## config.mk

```make
export PLATFORM = sky130hd
export DESIGN_NAME = id_ex_stage
export DESIGN_NICKNAME = d
export VERILOG_FILES = /design/src/rtl/id_ex_stage_pkg.sv /design/src/rtl/id_ex_stage_hazard_fwd_unit.sv /design/src/rtl/id_ex_stage.sv
export SDC_FILE = /design/constraint.sdc
export NUM_CORES = 1
export LEC_CHECK = 0
export BUFFER_PORTS_ARGS = -buffer_cell sky130_fd_sc_hd__buf_2
export CAP_MARGIN = 5
export CORE_AREA = 2 2 156 158
export CTS_CLUSTER_SIZE = 24
export DETAILED_ROUTE_END_ITERATION = 16
export DIE_AREA = 0 0 158 160
export GPL_TIMING_DRIVEN = 0
export PLACE_DENSITY = 0.66
export SLEW_MARGIN = 20
export SYNTH_ARGS = -nofsm -noshare
export SYNTH_HDL_FRONTEND = slang
export SYNTH_HIERARCHICAL = 1
export SYNTH_SLANG_ARGS = --single-unit
```

## constraint.sdc

```tcl
create_clock -name clk -period 4.7 [get_ports clk]
set_clock_uncertainty 0.2 [all_clocks]
set_input_delay 0.705 -clock clk [delete_from_list [all_inputs] [get_ports clk]]
set_output_delay 0.705 -clock clk [all_outputs]
set_load 0.05 [all_outputs]
```

## src/rtl/id_ex_stage_pkg.sv

```systemverilog
// Shared pipeline definitions for the ID/EX boundary: enable levels, register zero,
// ALU opcodes, bubble encoding and the producer/source match helper.
package id_ex_stage_pkg;

  localparam logic       RST_ENABLED   = 1'b1;
  localparam logic       WRITE_ENABLED = 1'b1;
  localparam logic       READ_ENABLED  = 1'b1;
  localparam logic [4:0] REG_ZERO      = 5'd0;

  typedef enum logic [4:0] {
    ALUOP_NOP = 5'd0,
    ALUOP_ADD = 5'd1,
    ALUOP_SUB = 5'd2,
    ALUOP_AND = 5'd3,
    ALUOP_OR  = 5'd4,
    ALUOP_XOR = 5'd5,
    ALUOP_NOR = 5'd6,
    ALUOP_SLT = 5'd7,
    ALUOP_SLL = 5'd8,
    ALUOP_SRL = 5'd9,
    ALUOP_SRA = 5'd10,
    ALUOP_LUI = 5'd11
  } aluop_e;

  // A bubble is an all-zero latch entry: invalid, no write, no memory access, NOP.
  localparam logic   BUBBLE_VALID = 1'b0;
  localparam aluop_e BUBBLE_ALUOP = ALUOP_NOP;

  function automatic logic src_match(input logic       prod_valid,
                                     input logic       prod_wena,
                                     input logic [4:0] prod_waddr,
                                     input logic [4:0] src,
                                     input logic       src_rena);
    return prod_valid && (prod_wena == WRITE_ENABLED) && (prod_waddr != REG_ZERO) &&
           (prod_waddr == src) && (src_rena == READ_ENABLED);
  endfunction

endpackage

```

## src/rtl/id_ex_stage_hazard_fwd_unit.sv

```systemverilog
// Combinational RAW resolution for both ID sources: EX/MEM match, operand priority
// mux and hazard flag. Bypass muxes exist only when ID_EX_FWD_EN is defined.
module hazard_fwd_unit
  import id_ex_stage_pkg::*;
#(
  parameter int DATA_W = 32
) (
  input  logic [4:0]        id_rs,
  input  logic [4:0]        id_rt,
  input  logic              id_rena1,
  input  logic              id_rena2,
  input  logic [DATA_W-1:0] id_rdata1,
  input  logic [DATA_W-1:0] id_rdata2,
  input  logic              ex_valid,
  input  logic              ex_wena,
  input  logic [4:0]        ex_waddr,
  input  logic              ex_mem_read,
  input  logic [DATA_W-1:0] ex_res,
  input  logic              mem_wena,
  input  logic [4:0]        mem_waddr,
  input  logic [DATA_W-1:0] mem_wdata,
  output logic [DATA_W-1:0] op_a,
  output logic [DATA_W-1:0] op_b,
  output logic              hazard
);

  logic ex_match_a;
  logic ex_match_b;
  logic mem_match_a;
  logic mem_match_b;
  logic load_use;

  assign ex_match_a  = src_match(ex_valid, ex_wena, ex_waddr, id_rs, id_rena1);
  assign ex_match_b  = src_match(ex_valid, ex_wena, ex_waddr, id_rt, id_rena2);
  assign mem_match_a = src_match(1'b1, mem_wena, mem_waddr, id_rs, id_rena1);
  assign mem_match_b = src_match(1'b1, mem_wena, mem_waddr, id_rt, id_rena2);
  assign load_use    = ex_mem_read & (ex_match_a | ex_match_b);

`ifdef ID_EX_FWD_EN
  always_comb begin
    op_a = id_rdata1;
    if (id_rs == REG_ZERO) begin
      op_a = '0;
    end else if (ex_match_a && !ex_mem_read) begin
      op_a = ex_res;
    end else if (mem_match_a) begin
      op_a = mem_wdata;
    end
  end

  always_comb begin
    op_b = id_rdata2;
    if (id_rt == REG_ZERO) begin
      op_b = '0;
    end else if (ex_match_b && !ex_mem_read) begin
      op_b = ex_res;
    end else if (mem_match_b) begin
      op_b = mem_wdata;
    end
  end

  // Only a load in EX cannot be bypassed; its data appears in MEM one cycle later.
  assign hazard = load_use;
`else
  logic unused_fwd;

  assign op_a   = id_rdata1;
  assign op_b   = id_rdata2;
  // Without bypass the consumer waits until the producer has left MEM.
  assign hazard = ex_match_a | ex_match_b | mem_match_a | mem_match_b;

  assign unused_fwd = ^{ex_res, mem_wdata, load_use};
`endif

endmodule

```

## src/rtl/id_ex_stage.sv

```systemverilog
// ID/EX pipeline latch with RAW hazard handling and a saturating stall counter.
// Build option: define ID_EX_FWD_EN to enable the EX/MEM operand bypass.
module id_ex_stage
  import id_ex_stage_pkg::*;
#(
  parameter int DATA_W  = 32,
  parameter int ALUOP_W = 5,
  parameter int CNT_W   = 32
) (
  input  logic               clk,
  input  logic               rst,
  input  logic               id_valid,
  input  logic [31:0]        id_pc,
  input  logic [4:0]         id_rs,
  input  logic [4:0]         id_rt,
  input  logic               id_rena1,
  input  logic               id_rena2,
  input  logic [DATA_W-1:0]  id_rdata1,
  input  logic [DATA_W-1:0]  id_rdata2,
  input  logic [DATA_W-1:0]  id_imm,
  input  logic [ALUOP_W-1:0] id_aluop,
  input  logic [4:0]         id_waddr,
  input  logic               id_wena,
  input  logic               id_mem_read,
  input  logic               id_mem_write,
  input  logic [DATA_W-1:0]  ex_res,
  input  logic               mem_wena,
  input  logic [4:0]         mem_waddr,
  input  logic [DATA_W-1:0]  mem_wdata,
  input  logic               flush,
  input  logic               ex_hold,
  output logic               stall_req,
  output logic               ex_valid,
  output logic [31:0]        ex_pc,
  output logic [DATA_W-1:0]  ex_op_a,
  output logic [DATA_W-1:0]  ex_op_b,
  output logic [DATA_W-1:0]  ex_imm,
  output logic [ALUOP_W-1:0] ex_aluop,
  output logic [4:0]         ex_waddr,
  output logic               ex_wena,
  output logic               ex_mem_read,
  output logic               ex_mem_write,
  output logic [CNT_W-1:0]   stall_cycles
);

  logic               valid_q,     valid_d;
  logic [31:0]        pc_q,        pc_d;
  logic [DATA_W-1:0]  op_a_q,      op_a_d;
  logic [DATA_W-1:0]  op_b_q,      op_b_d;
  logic [DATA_W-1:0]  imm_q,       imm_d;
  logic [ALUOP_W-1:0] aluop_q,     aluop_d;
  logic [4:0]         waddr_q,     waddr_d;
  logic               wena_q,      wena_d;
  logic               mem_read_q,  mem_read_d;
  logic               mem_write_q, mem_write_d;
  logic [CNT_W-1:0]   stall_cnt_q, stall_cnt_d;

  logic [DATA_W-1:0]  sel_op_a;
  logic [DATA_W-1:0]  sel_op_b;
  logic               hazard;

  hazard_fwd_unit #(
    .DATA_W (DATA_W)
  ) u_hazard_fwd (
    .id_rs       (id_rs),
    .id_rt       (id_rt),
    .id_rena1    (id_rena1),
    .id_rena2    (id_rena2),
    .id_rdata1   (id_rdata1),
    .id_rdata2   (id_rdata2),
    .ex_valid    (valid_q),
    .ex_wena     (wena_q),
    .ex_waddr    (waddr_q),
    .ex_mem_read (mem_read_q),
    .ex_res      (ex_res),
    .mem_wena    (mem_wena),
    .mem_waddr   (mem_waddr),
    .mem_wdata   (mem_wdata),
    .op_a        (sel_op_a),
    .op_b        (sel_op_b),
    .hazard      (hazard)
  );

  // A flush kills the ID instruction, so it never asks upstream to hold.
  assign stall_req = id_valid & ~flush & (hazard | ex_hold);

  always_comb begin
    valid_d     = valid_q;
    pc_d        = pc_q;
    op_a_d      = op_a_q;
    op_b_d      = op_b_q;
    imm_d       = imm_q;
    aluop_d     = aluop_q;
    waddr_d     = waddr_q;
    wena_d      = wena_q;
    mem_read_d  = mem_read_q;
    mem_write_d = mem_write_q;
    if (flush || (!ex_hold && hazard)) begin
      valid_d     = BUBBLE_VALID;
      pc_d        = '0;
      op_a_d      = '0;
      op_b_d      = '0;
      imm_d       = '0;
      aluop_d     = ALUOP_W'(BUBBLE_ALUOP);
      waddr_d     = REG_ZERO;
      wena_d      = 1'b0;
      mem_read_d  = 1'b0;
      mem_write_d = 1'b0;
    end else if (!ex_hold) begin
      valid_d     = id_valid;
      pc_d        = id_pc;
      op_a_d      = sel_op_a;
      op_b_d      = sel_op_b;
      imm_d       = id_imm;
      aluop_d     = id_aluop;
      waddr_d     = id_waddr;
      wena_d      = id_wena;
      mem_read_d  = id_mem_read;
      mem_write_d = id_mem_write;
    end
  end

  always_comb begin
    stall_cnt_d = stall_cnt_q;
    if (stall_req && (stall_cnt_q != '1)) begin
      stall_cnt_d = stall_cnt_q + CNT_W'(1);
    end
  end

  always_ff @(posedge clk) begin
    if (rst == RST_ENABLED) begin
      valid_q     <= 1'b0;
      pc_q        <= '0;
      op_a_q      <= '0;
      op_b_q      <= '0;
      imm_q       <= '0;
      aluop_q     <= '0;
      waddr_q     <= '0;
      wena_q      <= 1'b0;
      mem_read_q  <= 1'b0;
      mem_write_q <= 1'b0;
      stall_cnt_q <= '0;
    end else begin
      valid_q     <= valid_d;
      pc_q        <= pc_d;
      op_a_q      <= op_a_d;
      op_b_q      <= op_b_d;
      imm_q       <= imm_d;
      aluop_q     <= aluop_d;
      waddr_q     <= waddr_d;
      wena_q      <= wena_d;
      mem_read_q  <= mem_read_d;
      mem_write_q <= mem_write_d;
      stall_cnt_q <= stall_cnt_d;
    end
  end

  assign ex_valid     = valid_q;
  assign ex_pc        = pc_q;
  assign ex_op_a      = op_a_q;
  assign ex_op_b      = op_b_q;
  assign ex_imm       = imm_q;
  assign ex_aluop     = aluop_q;
  assign ex_waddr     = waddr_q;
  assign ex_wena      = wena_q;
  assign ex_mem_read  = mem_read_q;
  assign ex_mem_write = mem_write_q;
  assign stall_cycles = stall_cnt_q;

endmodule

```

======== Word level (Yosys, flattened, before mapping) ========
Index checks and enable logic that the tools add are counted.
cells by class
  bitwise operators ....................... 7
  equality and inequality tests ........... 5
  add/subtract/negate cells ............... 1
  reductions and logical operators ........ 18
operators with widths
  operator               count
  $add 32x1->32 const B  1
  $ne 32x32->1 const B   1
  $eq 5x5->1             4
  $logic_and 1x1->1      13
  $reduce_bool 5->1      2
  $or 1x1->1             4
  $and 1x1->1            2
  $reduce_or 2->1        1
  $logic_not 1->1        1
  $logic_or 1x1->1       1
  $not 1->1              1
storage, ports and cells
  register bits after elaboration ......... 174
  word-level logic and storage cells ...... 42
  input bits .............................. 228
  output and inout bits ................... 175

======== Longest topological paths before layout ========
  word-level depth ........................ 10
  depth in mapped cells ................... 10
  depth with buffers taken out ............ 10

======== Cells and area by module ========
The synthesis kept the hierarchy.
modules (own cells, without submodules)
  module           cells each  sequential area each (µm²)  instances  area an instance (µm²)
  id_ex_stage      658         3483.3                      1          6607.6
  hazard_fwd_unit  97          0.0                         1          749.5

======== Worst setup path before layout ========
OpenSTA, ideal clock, no wires.
  path type ............................... input port to flip-flop
  start point ............................. in id_rs[3]
  end point ............................... reg stall_cnt_q[31], in the netlist stall_cycles[31]
  setup slack ............................. 1.582 ns
  stages .................................. 10
  data required time ...................... 4.430 ns
  path buffers ............................ 1
  setup time .............................. 0.070 ns
  arrival time ............................ 2.848 ns
  cells stage by stage .................... xor2_1 nor4_1 a32oi_1 o22ai_1 nor2_1 or3_1 buf_2 a2111oi_4 or3b_1 a21oi_1
on the way
  longest elaborated chain between the ends .. 9
  elaborated cells between the ends (all ways) .. 12
  those cells by class .................... eq/ne: 2; bitwise: 5; reduce/logical: 5
RTL lines
  element                    line                               text
  start, declared            id_ex_stage.sv:14                  input logic [4:0] id_rs,
  $eq 5x5->1                 id_ex_stage_pkg.sv:35              (prod_waddr == src) && (src_rena == READ_ENABLED);
  $logic_and 1x1->1          id_ex_stage_pkg.sv:34              return prod_valid && (prod_wena == WRITE_ENABLED) && (prod_waddr != REG_ZERO) &&
  $logic_and 1x1->1          id_ex_stage_pkg.sv:35
  $or 1x1->1                 --
  $or 1x1->1 * (2 in a row)  id_ex_stage_hazard_fwd_unit.sv:70  assign hazard = ex_match_a | ex_match_b | mem_match_a | mem_match_b;
  net hazard                 id_ex_stage.sv:60                  logic hazard;
  $or 1x1->1 *               id_ex_stage.sv:85                  assign stall_req = id_valid & ~flush & (hazard | ex_hold);
  $and 1x1->1 *              id_ex_stage.sv:85
  $logic_and 1x1->1 *        id_ex_stage.sv:125                 if (stall_req && (stall_cnt_q != '1)) begin
  end signal, assigned       id_ex_stage.sv:154                 stall_cnt_q <= stall_cnt_d;
  end, declared              id_ex_stage.sv:56                  logic [CNT_W-1:0] stall_cnt_q, stall_cnt_d;
Mark *: on every way through the listed nets, which the timed path passes. The rest lies on a longest branch.
A chain may end at the register's enable or synchronous reset.

======== Worst setup path in the final report ========
  start point ............................. reg waddr_q[2], in the netlist ex_waddr[2]
  end point ............................... out stall_req
on the way
  longest elaborated chain between the ends .. 9
  elaborated cells between the ends (all ways) .. 13
  those cells by class .................... eq/ne: 2; bitwise: 5; reduce/logical: 6
RTL lines
  element                         line                               text
  start, declared                 id_ex_stage.sv:52                  logic [4:0] waddr_q, waddr_d;
  start signal, assigned          id_ex_stage.sv:150                 waddr_q <= waddr_d;
  $reduce_bool 5->1               id_ex_stage_pkg.sv:34
  $logic_and 1x1->1 (2 in a row)  id_ex_stage_pkg.sv:34
  $logic_and 1x1->1               id_ex_stage_pkg.sv:35
  $or 1x1->1 *                    --
  $or 1x1->1 * (2 in a row)       id_ex_stage_hazard_fwd_unit.sv:70
  net hazard                      id_ex_stage.sv:60
  $or 1x1->1 *                    id_ex_stage.sv:85
  $and 1x1->1 *                   id_ex_stage.sv:85
  end, declared                   id_ex_stage.sv:32                  output logic stall_req,
Marked as above.

==> flow_results.org <==
** Critical path
- Worst Reg2Reg Path Length in Cells :: 9
- R2R Setup Slk :: 1310 ps
- Slowest stage cell on the critical path :: sky130_fd_sc_hd__dfxtp_1
- The worst register-to-register path begins at ex_waddr[2]$_SDFFE_PP0N_.
- The worst register-to-register path ends at ex_op_a[30]$_SDFFE_PP0N_.
- Critical path start-end classification :: reg -> out
- Walking the worst path, the cells encountered are xor2_1 -> nor4_1 -> a32oi_1 -> o22ai_1 -> nor2_1 -> or2_2 -> inv_2 -> buf_2.
- In this design, the stage delay of the slowest critical-path cell is 470 ps.
- STA puts the critical path data arrival time at 2610 ps.
- CP max FO :: 6
- Worst EP required :: 3800 ps
- Worst Setup Start Kind :: register
- Endpoint class of the critical path :: primary output

** Floorplan
- Die height :: 160 um
- In this run the count of I/O pins placed on the die edge is 403.
- The floorplan step set the die width to 158 um.
- Row generation in the floorplan step produced 57 rows.
- Area inside the core boundary :: 23800 um2
- The floorplan step defined a die boundary enclosing 25300 um2.
- The initial utilization of the core area, before any placement, comes to 30.9%.

** Timing
- Min Tclk post-route :: 3520 ps
- Headroom to the max-slew limit :: 35.0%
- The final-report max-slew violation count is 0.
- The final count of hold timing violations came to 0.
- Setup violations remaining at the end of the flow were counted as 0.
- Slew at the pin closest to its max-slew limit :: 975 ps
- Post-route clock period utilization :: 74.8%
- Hold Worst Slack :: 285 ps
- Setup repair after global routing left no endpoint under its margin.
- Timing would allow up to 284 MHz.
- Total negative slack :: 0 ps

** Clock tree
- Number of levels the H-tree was split into :: 4
- Clock slew seen by the registers of the worst setup and hold paths :: 80 ps
- Clock tree from TritonCTS :: built
- TritonCTS buffer count :: 17
- Bufs on Longest Clock Path :: 2
- Clock latency on the worst-skew pair, taken at its later pin, is 420 ps.
- Root buf cell :: sky130_fd_sc_hd__clkbuf_16
- Post-CTS repair changed the size of 0 cells.
- Number of clock sinks :: 174
- Once the clock tree was built, the setup fixing pass inserted 0 buffers.
- For this design, the CTS-stage hold fixing added 0 buffers.

** Finish
- The layout has 2449 filler cells.
- Area growth, synth to finish :: 31.8%
- Registers take 3480 um2.
- ANT cells :: 0
- Final core utilization :: 40.7%
- The finished cells cover 9700 um2.
- Fraction of final layout cells with drive strength greater than 1 :: 36.4%
- In the layout the commonest cells are sky130_fd_sc_hd__buf_2, sky130_fd_sc_hd__dfxtp_1, sky130_fd_sc_hd__nor2_1.
- Total Nets Final :: 1275
- Leaving out fill and tap cells, the most frequent cell in the layout is sky130_fd_sc_hd__buf_2.
- Number of standard cells in the final layout excluding fillers :: 1383
- Summing all multi-input logic gate instances after layout gives 3210 um2.

** GRT
- The initial antenna violation count was 2.
- The total overflow left after global routing is 0.
- Global routing used 15.5% of the available tracks.
- Largest net degree at the start of global routing :: 17
- The first global-routing pass estimated 30900 um of wire.
- The via count of the first global-routing pass is 6100.

** Power
- Power per cell area :: 350 nW/um2
- Net switching is 28.0% of the power.
- Switch Pwr :: 0.952 mW
- Summed over all cells, the static leakage comes to 4.72 nW.
- Flop pwr share :: 45.3%
- The share of total power dissipated in combinational logic is 13.5%.
- The clock network burns 41.3% of the power.
- The internal power of the cells totals 2.44 mW.
- IR analysis of the VDD net gives a maximum drop of 0.000204 V.

** Detailed routing
- Post-DR wirelength/cell :: 14.8 um
- Detailed routing inserted a total of 6285 vias.
- Total iterations of the first detailed-routing run :: 4
- Dividing the detail-routed via count by the number of cells gives 4.54.
- After detailed routing, the number of remaining DRC violations is 0.
- Once detail routing completed, the nets flagged for antenna violations numbered 0.
- Violation count after the first detailed-route iteration :: 252
- Routed wire length :: 20500 um

** Synthesis
- Library cells used by synthesis :: 47
- Summing the sequential cell areas from Yosys gives 47.3% of the chip area.
- Counting every instance in the synthesized netlist gives 755.
- Most instantiated flip-flop cell in the synthesis netlist :: sky130_fd_sc_hd__dfxtp_1
- After synthesis the netlist holds a flip-flop and latch count of 174.
- Yosys attributes the largest share of cell area to sky130_fd_sc_hd__dfxtp_1, sky130_fd_sc_hd__mux2i_1, sky130_fd_sc_hd__nor2_1, sky130_fd_sc_hd__buf_4, sky130_fd_sc_hd__xor2_1.
- The mapped netlist covers 7360 um2.
- Synthesis produced a netlist with a net count of 984.
- The top cell type by area accounts for 47.3% of the synthesized area.
- Count of flip-flops with a built-in enable after synthesis :: 0
- Of all flip-flops after synthesis, the portion carrying an async set or reset was 0%.
- Cell type with the highest aggregate area in the netlist :: sky130_fd_sc_hd__dfxtp_1
- Avg Cell Area, Syn :: 9.74 um2
- Yosys warnings :: 6

** Worst hold path
- In this run the most critical hold path is launched from ex_op_a[29]$_SDFFE_PP0N_.
- The path with the worst hold slack has its endpoint at ex_op_a[29]$_SDFFE_PP0N_.
- Path category of the worst min-delay check :: reg -> reg
- Worst hold path depth :: 2

** Place
- RD Place Congestion :: 0.816
- DP Cell Count :: 1351
- Post-DP Area :: 9120 um2
- The wire-length estimate of the detail-placed layout is 15500 um.
- The count of buffers added on input and output ports is 272.

** Run status
- The run finished with clean final reports.

** Job
- The tool flagged a number of max-cap violations equal to 0.
[registers in the layout (all words and copies together) (netlist names)]
register and flops:
ex_imm 32, ex_op_b 32, ex_mem_read 1, ex_valid 1
ex_pc 32, stall_cycles 32, ex_mem_write 1, ex_aluop 5
ex_waddr 5, ex_wena 1, ex_op_a 32
[through the flow]
step | worst slack [ps] | total power [mW]
6_report | 1180 | 3.39
5_1_grt | 988 | 3.54
2_1_floorplan | 1580 | 1.90
3_5_place_dp | 824 | 2.03
3_3_place_gp | 802 | 2.03
4_1_cts | 1180 | 3.45
[final cells by class]
cell class,count,area share (%)
Sequential cell,174,35.9
Multi-Input combinational cell,471,33.1
Timing Repair Buffer,272,14.0
Buffer,103,6.55
Clock buffer,20,4.61
Tap cell,324,4.18
Clock inverter,12,1.32
Inverter,7,0.271
[layer usage]
| metal | part of all wire (%) | wire, um | vias to the layer above | GRT usage [%] |
|---|---|---|---|---|
| met5 | 0.10 | 21 | - | 0 |
| met1 | 40 | 8190 | 2878 | 17.0 |
| met4 | 2.0 | 412 | 4 | 5.16 |
| li1 | - | - | 3105 | - |
| met2 | 48 | 9860 | 265 | 27.4 |
| met3 | 9.6 | 1970 | 33 | 5.94 |
[Yosys cell counts (7+ instances only)]
cell type and number:
sky130_fd_sc_hd__a21oi_1 27, sky130_fd_sc_hd__buf_4 65, sky130_fd_sc_hd__clkbuf_1 31, sky130_fd_sc_hd__dfxtp_1 174, sky130_fd_sc_hd__mux2i_1 142, sky130_fd_sc_hd__nand2_1 14
sky130_fd_sc_hd__nand3_1 8, sky130_fd_sc_hd__nor2_1 152, sky130_fd_sc_hd__o21ai_0 7, sky130_fd_sc_hd__o21ai_1 13, sky130_fd_sc_hd__o31ai_1 8, sky130_fd_sc_hd__or3_1 15
sky130_fd_sc_hd__or4_1 10, sky130_fd_sc_hd__xor2_1 17
[power groups by stage]
stage | clock network (mW) | registers, mW | logic [mW]
after detailed placement | 0 | 1.57 | 0.460
after floorplan | 0 | 1.71 | 0.187
final | 1.40 | 1.54 | 0.457
after CTS | 1.45 | 1.54 | 0.461
after global routing | 1.51 | 1.54 | 0.488
after global placement | 0 | 1.57 | 0.456
[worst max-delay path: cells and delay by family, from the launching register on]
family | cells | cell delay (ps)
AND/OR/NAND/NOR | 3 | 820
flip-flops | 1 | 470
AO/OA/AOI/OAI | 2 | 410
buffers and inverters | 2 | 380
XOR/XNOR | 1 | 100
[logic make-up after synthesis]
logic type | after synthesis | share of synthesized area, %
xor gates and xnor gates | 22 | 2.62
and+or+nand+nor | 240 | 15.6
DFF | 174 | 47.3
muxes | 143 | 19.5
adders and majority gates | 1 | 0.170
AOI/OAI and AO/OA | 65 | 5.82
buffers and inverters | 110 | 9.00
[worst max path at each step]
stage                                        start                            end  slack (ps)
after CTS                 ex_waddr[2]$_SDFFE_PP0N_                      stall_req        1180
after floorplan                           id_rs[3]  stall_cycles[31]$_SDFFE_PP0P_        1580
after detailed placement                  id_rs[3]          ex_pc[3]$_SDFFE_PP0N_         820
after global placement                    id_rs[3]       ex_op_a[27]$_SDFFE_PP0N_         800
after global routing      ex_waddr[2]$_SDFFE_PP0N_       ex_op_a[29]$_SDFFE_PP0N_         990
final                     ex_waddr[2]$_SDFFE_PP0N_                      stall_req        1180
Note: power is estimated with default switching activity, not from simulation.
